--- config.mk ---
export PLATFORM = sky130hd
export DESIGN_NAME = bsg_link_sdr_pearl_seq
export DESIGN_NICKNAME = d
export VERILOG_FILES = /design/src/rtl/bsg_link_pearl_pkg.sv /design/src/rtl/bsg_link_sdr_pearl_seq_chan.sv /design/src/rtl/bsg_link_sdr_pearl_seq.sv
export SDC_FILE = /design/constraint.sdc
export NUM_CORES = 1
export LEC_CHECK = 0
export BUFFER_PORTS_ARGS = -buffer_cell sky130_fd_sc_hd__buf_2
export CAP_MARGIN = 20
export CORE_MARGIN = 5
export CORE_UTILIZATION = 62
export CTS_BUF_LIST = sky130_fd_sc_hd__clkbuf_16
export CTS_CLUSTER_DIAMETER = 80
export DETAILED_ROUTE_END_ITERATION = 12
export PLACE_DENSITY = 0.84
export SLEW_MARGIN = 30
export SYNTH_ARGS = -nofsm -noshare
export SYNTH_HDL_FRONTEND = slang
export SYNTH_SLANG_ARGS = --single-unit
--- constraint.sdc ---
create_clock -name clk_i -period 3 [get_ports clk_i]
set_input_delay 0.6 -clock clk_i [delete_from_list [all_inputs] [get_ports clk_i]]
set_output_delay 0.6 -clock clk_i [all_outputs]
set_load 0.01 [all_outputs]
--- src/rtl/bsg_link_pearl_pkg.sv ---
// Shared types for the SDR link pearl bring-up sequencer: state encoding,
// per-channel control bundle and the state-to-control decode.
package bsg_link_pearl_pkg;

    typedef enum logic [2:0] {
        ST_OFF        = 3'd0,
        ST_IO_RESET   = 3'd1,
        ST_CORE_RESET = 3'd2,
        ST_ACTIVE     = 3'd3,
        ST_DRAIN      = 3'd4
    } bsg_link_pearl_seq_state_e;

    typedef struct packed {
        logic link_i_disable;
        logic link_o_disable;
        logic io_reset;
        logic core_reset;
        logic ready;
    } bsg_link_pearl_seq_ctrl_s;

    localparam int retrain_cnt_w_lp = 4;

    function automatic int max3(input int a, input int b, input int c);
        int m;
        m = (a > b) ? a : b;
        return (m > c) ? m : c;
    endfunction

    // Pure Moore decode: control outputs depend on the state register alone.
    function automatic bsg_link_pearl_seq_ctrl_s decode_ctrl(input bsg_link_pearl_seq_state_e st);
        bsg_link_pearl_seq_ctrl_s c;
        case (st)
            ST_OFF:        c = '{link_i_disable: 1'b1, link_o_disable: 1'b1, io_reset: 1'b1, core_reset: 1'b1, ready: 1'b0};
            ST_IO_RESET:   c = '{link_i_disable: 1'b0, link_o_disable: 1'b0, io_reset: 1'b1, core_reset: 1'b1, ready: 1'b0};
            ST_CORE_RESET: c = '{link_i_disable: 1'b0, link_o_disable: 1'b0, io_reset: 1'b0, core_reset: 1'b1, ready: 1'b0};
            ST_ACTIVE:     c = '{link_i_disable: 1'b0, link_o_disable: 1'b0, io_reset: 1'b0, core_reset: 1'b0, ready: 1'b1};
            ST_DRAIN:      c = '{link_i_disable: 1'b0, link_o_disable: 1'b1, io_reset: 1'b0, core_reset: 1'b0, ready: 1'b0};
            default:       c = '{link_i_disable: 1'b1, link_o_disable: 1'b1, io_reset: 1'b1, core_reset: 1'b1, ready: 1'b0};
        endcase
        return c;
    endfunction

endpackage

--- src/rtl/bsg_link_sdr_pearl_seq_chan.sv ---
// One channel of the pearl bring-up sequencer: Moore FSM plus dwell down-counter.
// Optional retrain counter enabled by BSG_LINK_PEARL_SEQ_RETRAIN_CNT_EN.
module bsg_link_sdr_pearl_seq_chan
    import bsg_link_pearl_pkg::*;
#(
    parameter int io_hold_p   = 16,
    parameter int core_hold_p = 16,
    parameter int drain_p     = 32
)
(
    input  logic                     clk_i,
    input  logic                     reset_n_i,
    input  logic                     en_i,
    output bsg_link_pearl_seq_ctrl_s ctrl_o
`ifdef BSG_LINK_PEARL_SEQ_RETRAIN_CNT_EN
    ,
    output logic [retrain_cnt_w_lp-1:0] retrain_cnt_o
`endif
);

    localparam int cnt_w_lp = $clog2(max3(io_hold_p, core_hold_p, drain_p) + 1);
    typedef logic [cnt_w_lp-1:0] cnt_t;

    localparam cnt_t io_load_lp    = cnt_t'(io_hold_p - 1);
    localparam cnt_t core_load_lp  = cnt_t'(core_hold_p - 1);
    localparam cnt_t drain_load_lp = cnt_t'(drain_p - 1);

    bsg_link_pearl_seq_state_e state_q, state_d;
    cnt_t                      cnt_q, cnt_d;

    // Next-state and dwell-counter logic; the counter only decrements while non-zero.
    always_comb begin
        state_d = state_q;
        cnt_d   = cnt_q;
        case (state_q)
            ST_OFF: begin
                if (en_i) begin
                    state_d = ST_IO_RESET;
                    cnt_d   = io_load_lp;
                end else begin
                    cnt_d   = '0;
                end
            end
            ST_IO_RESET: begin
                if (!en_i) begin
                    state_d = ST_OFF;
                    cnt_d   = '0;
                end else if (cnt_q == '0) begin
                    state_d = ST_CORE_RESET;
                    cnt_d   = core_load_lp;
                end else begin
                    cnt_d   = cnt_q - cnt_t'(1);
                end
            end
            ST_CORE_RESET: begin
                if (!en_i) begin
                    state_d = ST_OFF;
                    cnt_d   = '0;
                end else if (cnt_q == '0) begin
                    state_d = ST_ACTIVE;
                    cnt_d   = '0;
                end else begin
                    cnt_d   = cnt_q - cnt_t'(1);
                end
            end
            ST_ACTIVE: begin
                if (!en_i) begin
                    state_d = ST_DRAIN;
                    cnt_d   = drain_load_lp;
                end else begin
                    cnt_d   = '0;
                end
            end
            ST_DRAIN: begin
                if (cnt_q == '0) begin
                    state_d = ST_OFF;
                end else begin
                    cnt_d   = cnt_q - cnt_t'(1);
                end
            end
            default: begin
                state_d = ST_OFF;
                cnt_d   = '0;
            end
        endcase
    end

    // State and counter registers.
    always_ff @(posedge clk_i or negedge reset_n_i) begin
        if (!reset_n_i) begin
            state_q <= ST_OFF;
            cnt_q   <= '0;
        end else begin
            state_q <= state_d;
            cnt_q   <= cnt_d;
        end
    end

    assign ctrl_o = decode_ctrl(state_q);

`ifdef BSG_LINK_PEARL_SEQ_RETRAIN_CNT_EN
    logic [retrain_cnt_w_lp-1:0] retrain_q, retrain_d;
    logic                        retrain_evt_s;

    assign retrain_evt_s = (state_q == ST_ACTIVE) && (state_d == ST_DRAIN);

    // Saturating count of ACTIVE->DRAIN transitions.
    always_comb begin
        retrain_d = retrain_q;
        if (retrain_evt_s && (retrain_q != 4'd15)) begin
            retrain_d = retrain_q + 4'd1;
        end else begin
            retrain_d = retrain_q;
        end
    end

    // Retrain counter register.
    always_ff @(posedge clk_i or negedge reset_n_i) begin
        if (!reset_n_i) begin
            retrain_q <= 4'd0;
        end else begin
            retrain_q <= retrain_d;
        end
    end

    assign retrain_cnt_o = retrain_q;
`endif

endmodule

--- src/rtl/bsg_link_sdr_pearl_seq.sv ---
// Multi-channel SDR link pearl bring-up sequencer (independent channel FSMs).
// Optional per-channel retrain counters under BSG_LINK_PEARL_SEQ_RETRAIN_CNT_EN.
module bsg_link_sdr_pearl_seq
    import bsg_link_pearl_pkg::*;
#(
    parameter int num_channels_p = 2,
    parameter int io_hold_p      = 16,
    parameter int core_hold_p    = 16,
    parameter int drain_p        = 32
)
(
    input  logic                      clk_i,
    input  logic                      reset_n_i,
    input  logic [num_channels_p-1:0] en_i,
    output logic [num_channels_p-1:0] link_i_disable_o,
    output logic [num_channels_p-1:0] link_o_disable_o,
    output logic [num_channels_p-1:0] io_reset_o,
    output logic [num_channels_p-1:0] core_reset_o,
    output logic [num_channels_p-1:0] ready_o,
    output logic                      all_ready_o
`ifdef BSG_LINK_PEARL_SEQ_RETRAIN_CNT_EN
    ,
    output logic [num_channels_p*retrain_cnt_w_lp-1:0] retrain_cnt_o
`endif
);

    bsg_link_pearl_seq_ctrl_s chan_ctrl_s [num_channels_p];

    for (genvar ch = 0; ch < num_channels_p; ch++) begin : g_chan
        bsg_link_sdr_pearl_seq_chan #(
            .io_hold_p   (io_hold_p),
            .core_hold_p (core_hold_p),
            .drain_p     (drain_p)
        ) u_chan (
            .clk_i         (clk_i),
            .reset_n_i     (reset_n_i),
            .en_i          (en_i[ch]),
            .ctrl_o        (chan_ctrl_s[ch])
`ifdef BSG_LINK_PEARL_SEQ_RETRAIN_CNT_EN
            ,
            .retrain_cnt_o (retrain_cnt_o[ch*retrain_cnt_w_lp +: retrain_cnt_w_lp])
`endif
        );

        assign link_i_disable_o[ch] = chan_ctrl_s[ch].link_i_disable;
        assign link_o_disable_o[ch] = chan_ctrl_s[ch].link_o_disable;
        assign io_reset_o[ch]       = chan_ctrl_s[ch].io_reset;
        assign core_reset_o[ch]     = chan_ctrl_s[ch].core_reset;
        assign ready_o[ch]          = chan_ctrl_s[ch].ready;
    end

    // ready_o is itself a decode of state registers, so the AND adds no latency.
    assign all_ready_o = &ready_o;

endmodule
==> metrics.yaml, run 1 <==
p_int_uw: 778.4
fin_crit_sh_pct: 74.17
antenna_found_initial: 0
cts_tree: "built"
viasPerCell: 6.392
fin_crit_ns: 2.225
synthSimpleGateAreaFrac_pct: 28.68
dr.pass1.iters: 4
ys_seq_elements: 18
dieArea_um2: 3232
vdd_drop_max_uv: 584.4
numCtsBuffers: 3
grt_usage_pct: 20.72
leakage_uw: 0.0006454
startpoint_type: "flop"
initial_core_util_pct: 63.37
grt_pass1_vias: 1208
setup-violations-final: 0
clk-insertion-delay-late_ns: 0.25
hp-class: "in -> async"
n_antenna_cell: 0
ys_types: 45
num_rows: 17
hpwl_um: 2226
drive_gt1_share_pct: 15.20
status: "finished, final reports clean"
synth-adder-area-share_pct: 2.757
drt_wl_total_um: 3102
swShare_pct: 43.79
synth_area_um2: 1361
rsz0062_at_grt: "false"
ys.flop_type: "dfrtp_1"
yosys_warnings: 0
crit_arrival_ns: 1.63
synthMuxAreaShare_pct: 0.8272
synthesis.nets: 169
root_buffer: "clkbuf_16"
critPathKind: "reg -> out"
cap_violations: 0
wl_per_cell_um: 15.59
power.net_switching_uw: 606.5
fin_worst_skew_ns: 0.001374
vias: 1272
grt_max_degree: 19
cts_htree_levels: 1
synth_cells: 162
core_region_area_um2: 2148
synth_compound_gate_area_share_pct: 23.35
clk_pin_slew_ns: 0.05
place_congestion: 0.8423
die_height_um: 56.86
hold_viol_final: 0
ioPinCount: 15
yosysSeqAreaShare_pct: 33.09
cp_data_required_time_ns: 2.40
rr_worst_depth: 6
synth_area_leader_cell: "dfrtp_1"
end_kind: "output port"
setup_tns_ns: 0
r2r_slack_ns: 0.77
drt_iter0_markers: 53
synthXorXnorAreaFrac_pct: 6.434
yosysTopAreaCellShare_pct: 33.09
fmax_ghz: 0.4494
worst_slew_pin_slew_ns: 0.7586
cts_buffer_depth: 2
grt_pass1_wl_um: 5319
p_total_uw: 1385
fin_util_pct: 69.89
cts_resized: 0
syn2layout_area_growth_pct: 10.29
post_synth.cell_area_avg_um2: 8.403
grt_overflow_total: 0
seq_power_share_pct: 33.1
ctsHoldBuffers: 0
cts_sinks: 18
synth_most_common_cell: "dfrtp_1"
ant_nets: 0
timing.rr.start: "g_chan[1].u_chan.cnt_q[0]"
synth-async-reset-ratio_pct: 100.0
synth.area.top_cells: "dfrtp_1, xor2_1, nor2_1"
cts_setup_buffers: 0
drv_slew: 0
synthTopCellsByCount: "dfrtp_1, nor2_1, a21oi_1"
critPathMaxFanout: 15
synth_edf_count: 0
rr_endpoint: "g_chan[1].u_chan.cnt_q[1]"
p_comb_share_pct: 47.2
whs_ns: 0.2820
drc: 0
fin_nets: 179
numPortBuffers: 14
synth_top_family_by_area: "simple AND/OR/NAND/NOR gates"
die_x_um: 56.86
power_density_nw_per_um2: 922.4
clkPwrFrac_pct: 19.6
relSlewSlack_pct: 49.32
==> registers in the layout (all words and copies together) (netlist names) <==
name / count
g_chan.u_chan.cnt_q: 12
g_chan.u_chan.state_q: 6
==> power groups by stage <==
stage / combinational (µW) / sequential (µW) / clock (µW)
floorplan: 554 / 399 / 0
global placement: 625 / 452 / 0
detailed placement: 642 / 458 / 0
CTS: 649 / 452 / 276
global route: 730 / 473 / 289
finish: 654 / 459 / 272
==> routing by layer <==
layer | global-route usage [%] | share of wire, % | wire (µm) | up-vias
li1 | - | - | - | 610
met3 | 3.678 | 8.3 | 258 | 7
met5 | 0 | 0 | 0 | -
met4 | 9.934 | 1.9 | 59 | 0
met1 | 28.94 | 46 | 1415 | 601
met2 | 30.69 | 44 | 1369 | 54
==> worst max path at each step <==
stage / start / endpoint / slack [ns] / cells past startpoint
CTS: g_chan[0].u_chan.state_q[0] / io_reset_o[0] / 0.81 / 4
finish: g_chan[1].u_chan.state_q[1] / all_ready_o / 0.77 / 4
global placement: g_chan[1].u_chan.cnt_q[0] / g_chan[1].u_chan.cnt_q[1] / 0.92 / 6
floorplan: g_chan[1].u_chan.state_q[2] / all_ready_o / 1.25 / 4
detailed placement: g_chan[1].u_chan.cnt_q[0] / g_chan[1].u_chan.cnt_q[1] / 0.90 / 6
global route: g_chan[1].u_chan.state_q[2] / io_reset_o[1] / 0.63 / 3
==> through the flow <==
stage | std cells | setup WS, ns | instance area, µm²
4_1_cts | 199 | 0.8077 | 1501
3_3_place_gp | 195 | 0.9243 | 1423
2_1_floorplan | 162 | 1.248 | 1361
6_report | 199 | 0.7750 | 1501
5_1_grt | 199 | 0.6294 | 1501
3_5_place_dp | 195 | 0.8984 | 1423
==> cells in the final DEF, fill, tap and decap left out, drive strengths merged, types with 2 or more instances in the layout <==
| cell | count |
|---|---|
| ha | 3 |
| xor2 | 7 |
| a221oi | 3 |
| or2 | 2 |
| o221ai | 2 |
| a311oi | 2 |
| clkbuf | 3 |
| xnor2 | 3 |
| nand2b | 7 |
| nor2b | 7 |
| nand2 | 8 |
| and3 | 2 |
| inv | 6 |
| o311ai | 2 |
| a211oi | 3 |
| and2 | 7 |
| a21boi | 2 |
| o32ai | 2 |
| o21bai | 2 |
| dfrtp | 18 |
| o21ai | 7 |
| nor3b | 4 |
| nor3 | 10 |
| nand3 | 3 |
| a21oi | 11 |
| buf | 14 |
| nor2 | 16 |
==> worst max-delay path: stages, from the launching register on <==
cell and delay (ns):
dfrtp_1 0.61, nor2b_1 0.28, and2_1 0.23, and2_1 0.14, buf_2 0.12
==> layout make-up <==
cell class,instances,area [µm²]
multi-input cells,129,844.6
clock buffers,3,75.07
inverters,6,22.52
repair buffers,14,70.07
well taps,28,35.03
flip-flops and latches,18,450.4
clock inverters,1,3.754
fillers,173,646.9
==> cells by family after synthesis <==
kind of cell	Yosys count
adder cells (fa/ha/maj)	3
flip-flops	18
buffers and inverters	15
AND/OR/NAND/NOR	70
AO/OA/AOI/OAI	45
XOR/XNOR	10
multiplexers	1
Power figures use the tool's default switching activity.
==> run 2, diff against run 1 <==
--- a/config.mk
+++ b/config.mk
@@ -5,14 +5,15 @@
 export SDC_FILE = /design/constraint.sdc
 export NUM_CORES = 1
 export LEC_CHECK = 0
+export ABC_AREA = 1
 export BUFFER_PORTS_ARGS = -buffer_cell sky130_fd_sc_hd__buf_2
 export CAP_MARGIN = 20
 export CORE_MARGIN = 5
-export CORE_UTILIZATION = 62
+export CORE_UTILIZATION = 58
 export CTS_BUF_LIST = sky130_fd_sc_hd__clkbuf_16
 export CTS_CLUSTER_DIAMETER = 80
 export DETAILED_ROUTE_END_ITERATION = 12
-export PLACE_DENSITY = 0.84
+export PLACE_DENSITY = 0.79
 export SLEW_MARGIN = 30
 export SYNTH_ARGS = -nofsm -noshare
 export SYNTH_HDL_FRONTEND = slang
==> constraint.sdc (replaced) <==
create_clock -name clk_i -period 2.1 [get_ports clk_i]
set_input_delay 0.42 -clock clk_i [delete_from_list [all_inputs] [get_ports clk_i]]
set_output_delay 0.42 -clock clk_i [all_outputs]
set_load 0.01 [all_outputs]
==> run 2 against run 1 <==
Compared with the run above: critical path depth rose by 2; setup slack got worse by 0.68 ns; sequential cell count did not move; global-route usage fell by 1.7 points; combinational power rose by 120%; count of clock-buffer cells in the layout did not move; via count rose by 5.0%; hold slack got worse by 0.19 ns; routed wire length fell by 2.6%; largest cell class unchanged; synthesized cell count rose by 25%; largest power group unchanged.
==> metrics.yaml, run 2 <==
fin_nets: 227
largest_register: "g_chan.u_chan.cnt_q"
synth_most_common_cell: "nand2_1"
synth_area_leader_cell: "dfrtp_1"
syn2layout_area_growth_pct: 11.70
dr.pass1.iters: 4
end_kind: "output port"
cts_resized: 0
post_synth.cell_area_avg_um2: 7.008
core_region_area_um2: 2410
cp_data_required_time_ns: 1.68
ant_nets: 0
fin_crit_ns: 2.006
mostFrequentLayoutCells: "nand2_1, inv_1, nand3_1, nor2_1, dfrtp_1"
n_antenna_cell: 0
cap_violations: 0
cts_tree: "built"
cts_buffer_depth: 2
clk-insertion-delay-late_ns: 0.25
drt_iter0_markers: 31
p_total_uw: 2479
synth_cells: 203
fin_crit_sh_pct: 95.52
worst_path_max_delay_cell: "dfrtp_1"
synthTopCellsByCount: "nand2_1, inv_1, dfrtp_1, nand3_1, nor2_1"
final_common_cell: "nand2_1"
rsz0062_at_grt: "false"
synth_edf_count: 0
synthesis.nets: 210
num_rows: 18
yosysSeqAreaShare_pct: 31.66
fin_worst_skew_ns: 0.001024
fmax_ghz: 0.4985
hpwl_um: 2375
vdd_drop_max_uv: 946.0
cts_sinks: 18
yosys_warnings: 0
crit_arrival_ns: 1.59
root_buffer: "clkbuf_16"
worstPathCellList: "inv_2 > nand2_1 > o21ai_0 > nor3_1 > or2_2 > buf_2"
die_x_um: 59.53
grt_pass1_vias: 1300
fin_util_pct: 65.94
power_density_nw_per_um2: 1560
vias: 1336
relSlewSlack_pct: 74.30
hp-class: "in -> async"
ctsHoldBuffers: 0
place_congestion: 0.8423
startpoint_type: "flop"
status: "finished, final reports clean"
worst_slew_pin_slew_ns: 0.3855
cts_setup_buffers: 0
synth.area.top_cells: "dfrtp_1, nand2_1, nand3_1"
drv_slew: 0
setup_tns_ns: 0
grt_max_degree: 19
setup-violations-final: 0
synth_area_um2: 1423
yosysTopAreaCellShare_pct: 31.66
drc: 0
slowest_delay_ns: 0.44
die_height_um: 59.53
leakage_uw: 0.0008531
viasPerCell: 5.387
ys.flop_type: "dfrtp_1"
critPathMaxFanout: 5
clk_pin_slew_ns: 0.05
numPortBuffers: 14
grt_pass1_wl_um: 5319
cts_htree_levels: 1
crit_family: "flip-flops"
dieArea_um2: 3543
drt_wl_total_um: 3020
largest_reg_flops: 12
critPathBufInv: 2
initial_core_util_pct: 59.03
drive_gt1_share_pct: 22.02
numCtsBuffers: 3
ys_seq_elements: 18
ioPinCount: 15
grt_usage_pct: 19.06
antenna_found_initial: 0
top_regs: "g_chan.u_chan.cnt_q (12), g_chan.u_chan.state_q (6)"
grt_overflow_total: 0
hold_viol_final: 0
ys_types: 30
synth-async-reset-ratio_pct: 100.0
wl_per_cell_um: 12.18
critPathKind: "reg -> out"
[run 2: cells by family (layout without fill, tap and decap cells)]
| logic type | after synthesis | after routing | synth area share (%) |
|---|---|---|---|
| AO/OA/AOI/OAI | 17 | 17 | 6.508 |
| XOR/XNOR | 7 | 7 | 4.310 |
| adder cells (fa/ha/maj) | 3 | 3 | 2.639 |
| buffers and inverters | 33 | 48 | 9.587 |
| flip-flops | 18 | 18 | 31.66 |
| AND/OR/NAND/NOR | 125 | 125 | 45.29 |
[run 2: layer usage]
layer	global-route usage (%)	share of wire, %	vias to the layer above
met5	0	0	-
met1	23.36	46	626
met3	2.614	2.8	5
met4	6.962	1.0	0
li1	-	-	685
met2	33.70	50	20
[run 2: final timing paths]
check | start | endpoint | slack [ns] | cells after the start
setup / recovery | g_chan[1].u_chan.state_q[2] | io_reset_o[1] | 0.09 | 6
hold / removal | reset_n_i | g_chan[1].u_chan.state_q[1] | 0.09 | 1
setup reg to reg | g_chan[1].u_chan.cnt_q[0] | g_chan[1].u_chan.state_q[0] | 0.42 | 7
hold reg to reg | g_chan[1].u_chan.cnt_q[0] | g_chan[1].u_chan.cnt_q[0] | 0.49 | 2
max in group asynchronous | reset_n_i | g_chan[1].u_chan.cnt_q[0] | 1.74 | 1
min in group clk_i | g_chan[1].u_chan.cnt_q[0] | g_chan[1].u_chan.cnt_q[0] | 0.49 | 2
[run 2: per-stage QoR]
step / hold slack (ns) / cells / worst slack, ns / cell area (µm²)
CTS: 0.1039 / 247 / 0.1084 / 1582
detailed placement: 0.3674 / 244 / 0.3798 / 1506
floorplan: 0.1244 / 203 / 0.4785 / 1423
global route: 0.1208 / 248 / 0.03055 / 1589
finish: 0.08742 / 248 / 0.09407 / 1589
global placement: 0.3660 / 244 / 0.4440 / 1506
[run 2: cell type report]
class,count,area (µm²)
clock buffers,3,75.07
fillers,191,820.8
inverters,30,112.6
multi-input cells,152,835.8
flip-flops and latches,18,450.4
well taps,30,37.54
repair buffers,15,77.57
[run 2: power breakdown]
part           switching [µW]  total [µW]  internal, µW  leakage (µW)
sequential                149         629           480      0.000233
combinational             929        1470           544      0.000583
clock                     127         378           251     0.0000370
